<file path="src/rtl/ili9341_pkg.sv">
// Shared constants, init command ROM and state encoding for the ILI9341 sequencer.
package ili9341_pkg;

  localparam logic [7:0] SWRESET = 8'h01;
  localparam logic [7:0] SLPOUT  = 8'h11;
  localparam logic [7:0] COLMOD  = 8'h3A;
  localparam logic [7:0] MADCTL  = 8'h36;
  localparam logic [7:0] DISPON  = 8'h29;
  localparam logic [7:0] CASET   = 8'h2A;
  localparam logic [7:0] PASET   = 8'h2B;
  localparam logic [7:0] RAMWR   = 8'h2C;

  typedef struct packed {
    logic       dc;
    logic [7:0] data;
    logic       dly;
  } init_entry_t;

  localparam int unsigned INIT_LEN = 7;

  // dly marks entries the panel needs settling time after.
  localparam init_entry_t INIT_ROM [INIT_LEN] = '{
    '{dc: 1'b0, data: SWRESET, dly: 1'b1},
    '{dc: 1'b0, data: SLPOUT,  dly: 1'b1},
    '{dc: 1'b0, data: COLMOD,  dly: 1'b0},
    '{dc: 1'b1, data: 8'h55,   dly: 1'b0},
    '{dc: 1'b0, data: MADCTL,  dly: 1'b0},
    '{dc: 1'b1, data: 8'h48,   dly: 1'b0},
    '{dc: 1'b0, data: DISPON,  dly: 1'b0}
  };

  typedef enum logic [2:0] {
    HWRST, HWWAIT, INIT, IWAIT, IDLE, WIN, PIXHI, PIXLO
  } state_t;

endpackage

</file>
<file path="src/rtl/ili9341_delay_cnt.sv">
// Up-counter shared by the reset pulse, reset wait and post-command waits.
module ili9341_delay_cnt #(
  parameter int unsigned CW = 13
) (
  input  logic          clk,
  input  logic          rst,
  input  logic          load,
  input  logic          en,
  input  logic [CW-1:0] limit,
  output logic          done_c
);

  logic [CW-1:0] cnt;

  always_ff @(posedge clk or posedge rst) begin
    if (rst)       cnt <= '0;
    else if (load) cnt <= '0;
    else if (en)   cnt <= cnt + CW'(1);
  end

  assign done_c = (cnt == limit - CW'(1));

endmodule

</file>
<file path="src/rtl/ili9341_seq.sv">
// ILI9341 command/data sequencer: hardware reset, init list, then full-frame
// redraws whenever visua changes, over a valid/ready byte handshake.
module ili9341_seq
  import ili9341_pkg::*;
#(
  parameter int unsigned WIDTH         = 240,
  parameter int unsigned HEIGHT        = 320,
  parameter int unsigned RST_PULSE_CYC = 1000,
  parameter int unsigned RST_WAIT_CYC  = 5000,
  parameter int unsigned CMD_WAIT_CYC  = 5000
) (
  input  logic        clk,
  input  logic        rst,
  input  logic [2:0]  visua,
  output logic        lcd_rst_n,
  output logic        tx_valid,
  output logic [7:0]  tx_data,
  output logic        tx_dc,
  input  logic        tx_ready,
  output logic [8:0]  pix_x,
  output logic [8:0]  pix_y,
  input  logic [15:0] pix_rgb565,
  output logic [2:0]  frame_visua,
  output logic        busy,
  output logic        frame_done
);

  localparam int unsigned MAX_A   = (RST_PULSE_CYC > RST_WAIT_CYC) ? RST_PULSE_CYC : RST_WAIT_CYC;
  localparam int unsigned MAX_DLY = (MAX_A > CMD_WAIT_CYC) ? MAX_A : CMD_WAIT_CYC;
  localparam int unsigned CW      = $clog2(MAX_DLY + 1);
  localparam logic [8:0]  X_LAST  = 9'(WIDTH - 1);
  localparam logic [8:0]  Y_LAST  = 9'(HEIGHT - 1);
  localparam logic [15:0] W_END   = 16'(WIDTH - 1);
  localparam logic [15:0] H_END   = 16'(HEIGHT - 1);

  function automatic logic [7:0] win_byte(input logic [3:0] i);
    case (i)
      4'd0:    win_byte = CASET;
      4'd3:    win_byte = W_END[15:8];
      4'd4:    win_byte = W_END[7:0];
      4'd5:    win_byte = PASET;
      4'd8:    win_byte = H_END[15:8];
      4'd9:    win_byte = H_END[7:0];
      4'd10:   win_byte = RAMWR;
      default: win_byte = 8'h00;
    endcase
  endfunction

  state_t        state, state_d;
  logic [2:0]    idx, idx_d, idx_nx;
  logic [3:0]    win_i, win_i_d, win_nx;
  logic [8:0]    pix_x_d, pix_y_d;
  logic          pending, pending_d;
  logic [2:0]    frame_visua_d;
  logic          tx_valid_d, tx_dc_d;
  logic [7:0]    tx_byte, tx_byte_d;
  logic          lcd_rst_n_d, frame_done_d;
  logic          cnt_load, cnt_en, dly_done;
  logic [CW-1:0] cnt_limit;
  logic          xfer;

  assign xfer   = tx_valid && tx_ready;
  assign idx_nx = idx + 3'd1;
  assign win_nx = win_i + 4'd1;

  // Colour passes straight through; the generator is combinational on pix_x/pix_y.
  assign tx_data = (state == PIXHI) ? pix_rgb565[15:8] :
                   (state == PIXLO) ? pix_rgb565[7:0]  : tx_byte;

  ili9341_delay_cnt #(.CW(CW)) u_dly (
    .clk    (clk),
    .rst    (rst),
    .load   (cnt_load),
    .en     (cnt_en),
    .limit  (cnt_limit),
    .done_c (dly_done)
  );

  always_comb begin
    state_d       = state;
    idx_d         = idx;
    win_i_d       = win_i;
    pix_x_d       = pix_x;
    pix_y_d       = pix_y;
    pending_d     = pending;
    frame_visua_d = frame_visua;
    tx_valid_d    = tx_valid;
    tx_byte_d     = tx_byte;
    tx_dc_d       = tx_dc;
    lcd_rst_n_d   = lcd_rst_n;
    frame_done_d  = 1'b0;
    cnt_load      = 1'b0;
    cnt_en        = 1'b0;
    cnt_limit     = CW'(RST_PULSE_CYC);
    case (state)
      HWRST: begin
        cnt_en      = 1'b1;
        lcd_rst_n_d = 1'b0;
        if (dly_done) begin
          state_d     = HWWAIT;
          cnt_load    = 1'b1;
          lcd_rst_n_d = 1'b1;
        end
      end
      HWWAIT: begin
        cnt_en    = 1'b1;
        cnt_limit = CW'(RST_WAIT_CYC);
        if (dly_done) begin
          state_d    = INIT;
          cnt_load   = 1'b1;
          idx_d      = 3'd0;
          tx_valid_d = 1'b1;
          tx_byte_d  = INIT_ROM[0].data;
          tx_dc_d    = INIT_ROM[0].dc;
        end
      end
      INIT: begin
        if (xfer) begin
          if (INIT_ROM[idx].dly) begin
            state_d    = IWAIT;
            tx_valid_d = 1'b0;
            cnt_load   = 1'b1;
          end else if (idx == 3'(INIT_LEN - 1)) begin
            state_d    = IDLE;
            tx_valid_d = 1'b0;
            pending_d  = 1'b1;
          end else begin
            idx_d     = idx_nx;
            tx_byte_d = INIT_ROM[idx_nx].data;
            tx_dc_d   = INIT_ROM[idx_nx].dc;
          end
        end
      end
      IWAIT: begin
        cnt_en    = 1'b1;
        cnt_limit = CW'(CMD_WAIT_CYC);
        if (dly_done) begin
          state_d    = INIT;
          cnt_load   = 1'b1;
          idx_d      = idx_nx;
          tx_valid_d = 1'b1;
          tx_byte_d  = INIT_ROM[idx_nx].data;
          tx_dc_d    = INIT_ROM[idx_nx].dc;
        end
      end
      IDLE: begin
        if (pending || (visua != frame_visua)) begin
          state_d       = WIN;
          frame_visua_d = visua;
          pending_d     = 1'b0;
          win_i_d       = 4'd0;
          tx_valid_d    = 1'b1;
          tx_byte_d     = win_byte(4'd0);
          tx_dc_d       = 1'b0;
        end
      end
      WIN: begin
        if (xfer) begin
          if (win_i == 4'd10) begin
            state_d = PIXHI;
            pix_x_d = 9'd0;
            pix_y_d = 9'd0;
            tx_dc_d = 1'b1;
          end else begin
            win_i_d   = win_nx;
            tx_byte_d = win_byte(win_nx);
            tx_dc_d   = (win_nx != 4'd5) && (win_nx != 4'd10);
          end
        end
      end
      PIXHI: begin
        if (xfer) state_d = PIXLO;
      end
      PIXLO: begin
        if (xfer) begin
          if ((pix_x == X_LAST) && (pix_y == Y_LAST)) begin
            state_d      = IDLE;
            tx_valid_d   = 1'b0;
            frame_done_d = 1'b1;
          end else if (pix_x == X_LAST) begin
            state_d = PIXHI;
            pix_x_d = 9'd0;
            pix_y_d = pix_y + 9'd1;
          end else begin
            state_d = PIXHI;
            pix_x_d = pix_x + 9'd1;
          end
        end
      end
      default: state_d = HWRST;
    endcase
  end

  always_ff @(posedge clk or posedge rst) begin
    if (rst) begin
      state       <= HWRST;
      idx         <= 3'd0;
      win_i       <= 4'd0;
      pix_x       <= 9'd0;
      pix_y       <= 9'd0;
      pending     <= 1'b0;
      frame_visua <= 3'd0;
      tx_valid    <= 1'b0;
      tx_byte     <= 8'h00;
      tx_dc       <= 1'b0;
      lcd_rst_n   <= 1'b0;
      busy        <= 1'b1;
      frame_done  <= 1'b0;
    end else begin
      state       <= state_d;
      idx         <= idx_d;
      win_i       <= win_i_d;
      pix_x       <= pix_x_d;
      pix_y       <= pix_y_d;
      pending     <= pending_d;
      frame_visua <= frame_visua_d;
      tx_valid    <= tx_valid_d;
      tx_byte     <= tx_byte_d;
      tx_dc       <= tx_dc_d;
      lcd_rst_n   <= lcd_rst_n_d;
      busy        <= (state_d != IDLE);
      frame_done  <= frame_done_d;
    end
  end

endmodule
</file>
<file path="config.mk">
export PLATFORM = sky130hd
export DESIGN_NAME = ili9341_seq
export DESIGN_NICKNAME = d
export VERILOG_FILES = /design/src/rtl/ili9341_pkg.sv /design/src/rtl/ili9341_delay_cnt.sv /design/src/rtl/ili9341_seq.sv
export SDC_FILE = /design/constraint.sdc
export NUM_CORES = 1
export LEC_CHECK = 0
export ABC_AREA = 1
export CORE_ASPECT_RATIO = 2
export CORE_UTILIZATION = 25
export CTS_BUF_LIST = sky130_fd_sc_hd__clkbuf_8
export DETAILED_ROUTE_END_ITERATION = 7
export GPL_ROUTABILITY_DRIVEN = 1
export PLACE_DENSITY = 0.51
export SETUP_SLACK_MARGIN = 0.15
export SLEW_MARGIN = 20
export SYNTH_ARGS = -nofsm -noshare
export SYNTH_HDL_FRONTEND = slang
export SYNTH_HIERARCHICAL = 1
export SYNTH_SLANG_ARGS = --single-unit
export TNS_END_PERCENT = 50
</file>
<file path="constraint.sdc">
create_clock -name clk -period 5.65 [get_ports clk]
set_clock_uncertainty 0.05 [all_clocks]
set_input_delay 1.13 -clock clk [delete_from_list [all_inputs] [get_ports clk]]
set_output_delay 1.13 -clock clk [all_outputs]
set_load 0.005 [all_outputs]
</file>
==> qor.txt <==
Status -> finished, final reports clean
Overall Power -> 1220 uW
# H-tree levels -> 3
Ports -> 56
Root Driver -> clkbuf_8
P&R area growth vs syn -> 23.8%
Hold path depth -> 2
Worst Path Arrival -> 2.69 ns
CTS clock-pin slew for the worst setup and hold paths -> 0.08 ns
Number of global-route vias before repair -> 4312
Wirelength per Cell -> 12.7 um
Layout cells sized above 1 -> 8.04%
Dominant cell by count in the synthesized netlist -> nand2_1
Worst VDD drop -> 117 uV
Final #Nets -> 795
Final Hold Fails -> 0
Post-synth EDFFs -> 0
Vias -> 4346
CTS Hold Bufs -> 0
Clk sinks -> 58
Clock power frac -> 32.0%
DRT Wirelength -> 12.3 mm
Synth async-reset ratio -> 100%
Final Setup Violations -> 0
Ys flop type -> dfrtp_1
Fin crit share -> 68.5%
Overall Global Routing Usage -> 14.7%
Average cell area after synthesis -> 6.68 um2
Max-cap check violation count -> 0
Req. time, crit path -> 4.47 ns
Max frequency -> 0.259 GHz
Full die area -> 18400 um2
Switch share -> 34.7%
Slew HR -> 56.1%
Int Pwr -> 794 uW
Cell type contributing the most total cell area after synthesis -> dfrtp_1
Worst path most repeated cell -> inv_2
Cell area after synthesis -> 4460 um2
Initial antenna violation count -> 0
FF+latch count, synth -> 58
Placer Congestion -> 0.816
Startpoint types -> register
Initial Utilization -> 25.7%
Top cells by area, synth -> dfrtp_1 (32%), nand2_1 (19%), inv_1 (6.5%)
Synth warnings -> 6
R2R depth -> 14
DP HPWL -> 9.81 mm
Bufs on Longest Clock Path -> 2
Switching Power -> 422 uW
Cts bufs inserted -> 9
Unrepaired setup endpoints after global routing -> false
Commonest cells post-synth -> nand2_1 (222), inv_1 (77), nor2_1 (73)
GRT overflow -> 0
Placed cell area -> 5330 um2
Gate power share -> 24.3%
Seq/Total Area, Yosys -> 32.6%
N_diodes -> 0
Synth top area share -> 32.0%
Final Max Slew Viols -> 0
Finished Cell Area -> 5520 um2
Critical path class -> reg2out
HP Class -> reg2reg
Worst Setup End Kind -> output pin
Core Footprint -> 17400 um2
Largest stage delay on the critical path -> 0.61 ns
Fin Setup TNS -> 0 ns
DR DRC count -> 0
Row cnt -> 68
CP max-delay cell -> dfrtp_1
Fillers -> 1948
Syn Inst Count -> 668
ANT nets after route -> 0
Die extent in y -> 191 um
CTS tree -> yes
Tightest Pin Transition -> 0.656 ns
CP Max Fanout -> 22
Worst-skew pair later-pin latency -> 0.37 ns
P_leak -> 0.00271 uW
CP cell instances -> inv_2 > nor2_4 > inv_2 > nand2_1 > a31oi_1 > clkdlybuf4s50_1
Distinct cell type count after synthesis -> 47
# port buffers -> 55
First-pass GRT wire length -> 20.6 mm
Seq pwr share -> 43.6%
First drt pass iteration count -> 7
Post-CTS sizing -> 0
Initial DRC Count -> 163
Fin crit period -> 3.87 ns
Pwr Density -> 220 nW/um2
Post-CTS Setup Bufs -> 0
Die Span X -> 96.4 um
Largest net degree at the start of global routing -> 46
Vias per cell -> 4.49
## path summary, 6_finish.rpt
path	endpoint	slack (ns)	from
worst max-delay path	tx_data[4]	1.78	state[2]$_DFF_PP0_
worst min-delay path	tx_byte[1]$_DFFE_PP0P_	0.44	tx_byte[1]$_DFFE_PP0P_
worst max register to register	u_dly/cnt[6]$_DFFE_PP0P_	2.52	state[2]$_DFF_PP0_
worst min register to register	tx_byte[1]$_DFFE_PP0P_	0.44	tx_byte[1]$_DFFE_PP0P_
max in group asynchronous	pix_y[5]$_DFFE_PP0P_	3.87	rst
min in group asynchronous	u_dly/cnt[12]$_DFFE_PP0P_	1.11	rst
## final cells by class
type                       count  area, um2  area share, %
clock inverter                 7       70.1           1.27
timing repair buffer          56        558           10.1
multi-input combinational    540       2720           49.2
sequential                    58       1450           26.3
tap                          210        263           4.76
clock buffer                   9        124           2.24
inverter                      89        335           6.07
## power by group through the flow
stage	Clock [uW]	Combinational [uW]	Sequential, uW
floorplan	0	225	522
global placement	0	295	540
detailed placement	0	297	539
CTS	405	299	531
global route	418	351	540
finish	390	296	530
## state kept, by name, indices dropped and copies added (netlist names)
register and count:
frame_done 1, tx_byte 8, pix_y 9, busy 1, tx_valid 1, win_i 4, u_dly/cnt 13, pix_x 9
tx_dc 1, idx 3, lcd_rst_n 1, pending 1, frame_visua 3, state 3
## cell usage in the layout (no fill, tap or decap), types with 2 or more instances in the layout
cell type and instances:
a21oi_1 15, a31oi_1 10, clkbuf_8 9, clkdlybuf4s50_1 55
clkinv_2 3, clkinvlp_4 4, conb_1 30, dfrtp_1 57
ha_1 19, inv_1 76, inv_2 11, nand2_1 222
nand2_2 3, nand2_4 2, nand3_1 49, nand3_2 3
nand3b_1 2, nand4_1 16, nor2_1 73, nor2_2 7
nor2_4 3, nor3_1 8, o211ai_1 4, o21ai_0 28
o21ai_1 9, o22ai_1 2, or2_2 4, xnor2_1 9
xor2_1 7
## logic make-up after synthesis
| group | after synthesis | synth area share [%] |
|---|---|---|
| simple gates | 402 | 40.9 |
| fa+ha+maj | 19 | 5.33 |
| flops | 58 | 32.6 |
| buf+inv | 98 | 8.84 |
| compound gates | 73 | 9.06 |
| xor+xnor | 16 | 3.14 |
| other cells | 2 | 0.168 |
## through the flow
stage / worst slack, ns / hold slack, ns / utilization, % / std cells
2_1_floorplan: 3.08 / 0.399 / - / 696
3_3_place_gp: 2.11 / 0.422 / 30.7 / 953
3_5_place_dp: 2.11 / 0.422 / 30.7 / 953
4_1_cts: 1.76 / 0.446 / 31.8 / 969
5_1_grt: 1.55 / 0.477 / 31.8 / 969
6_report: 1.78 / 0.442 / 31.8 / 969
## worst max-delay path, delay by kind of cell (launching register included)
kind,cells,cell delay (ns)
compound gates,1,0.07
flops,1,0.61
buf+inv,3,0.95
simple gates,2,0.68
## layer usage
metal  global-route usage, %  share of wire (%)  vias up  wire [um]
met5                       0                  0        -          0
met4                    7.81                3.8        0        469
met3                    1.99                2.7       23        332
met2                    28.9                 59       91       7230
met1                    13.9                 35     1959       4260
li1                        -                  -     2273          -
Power figures use the tool's default switching activity.
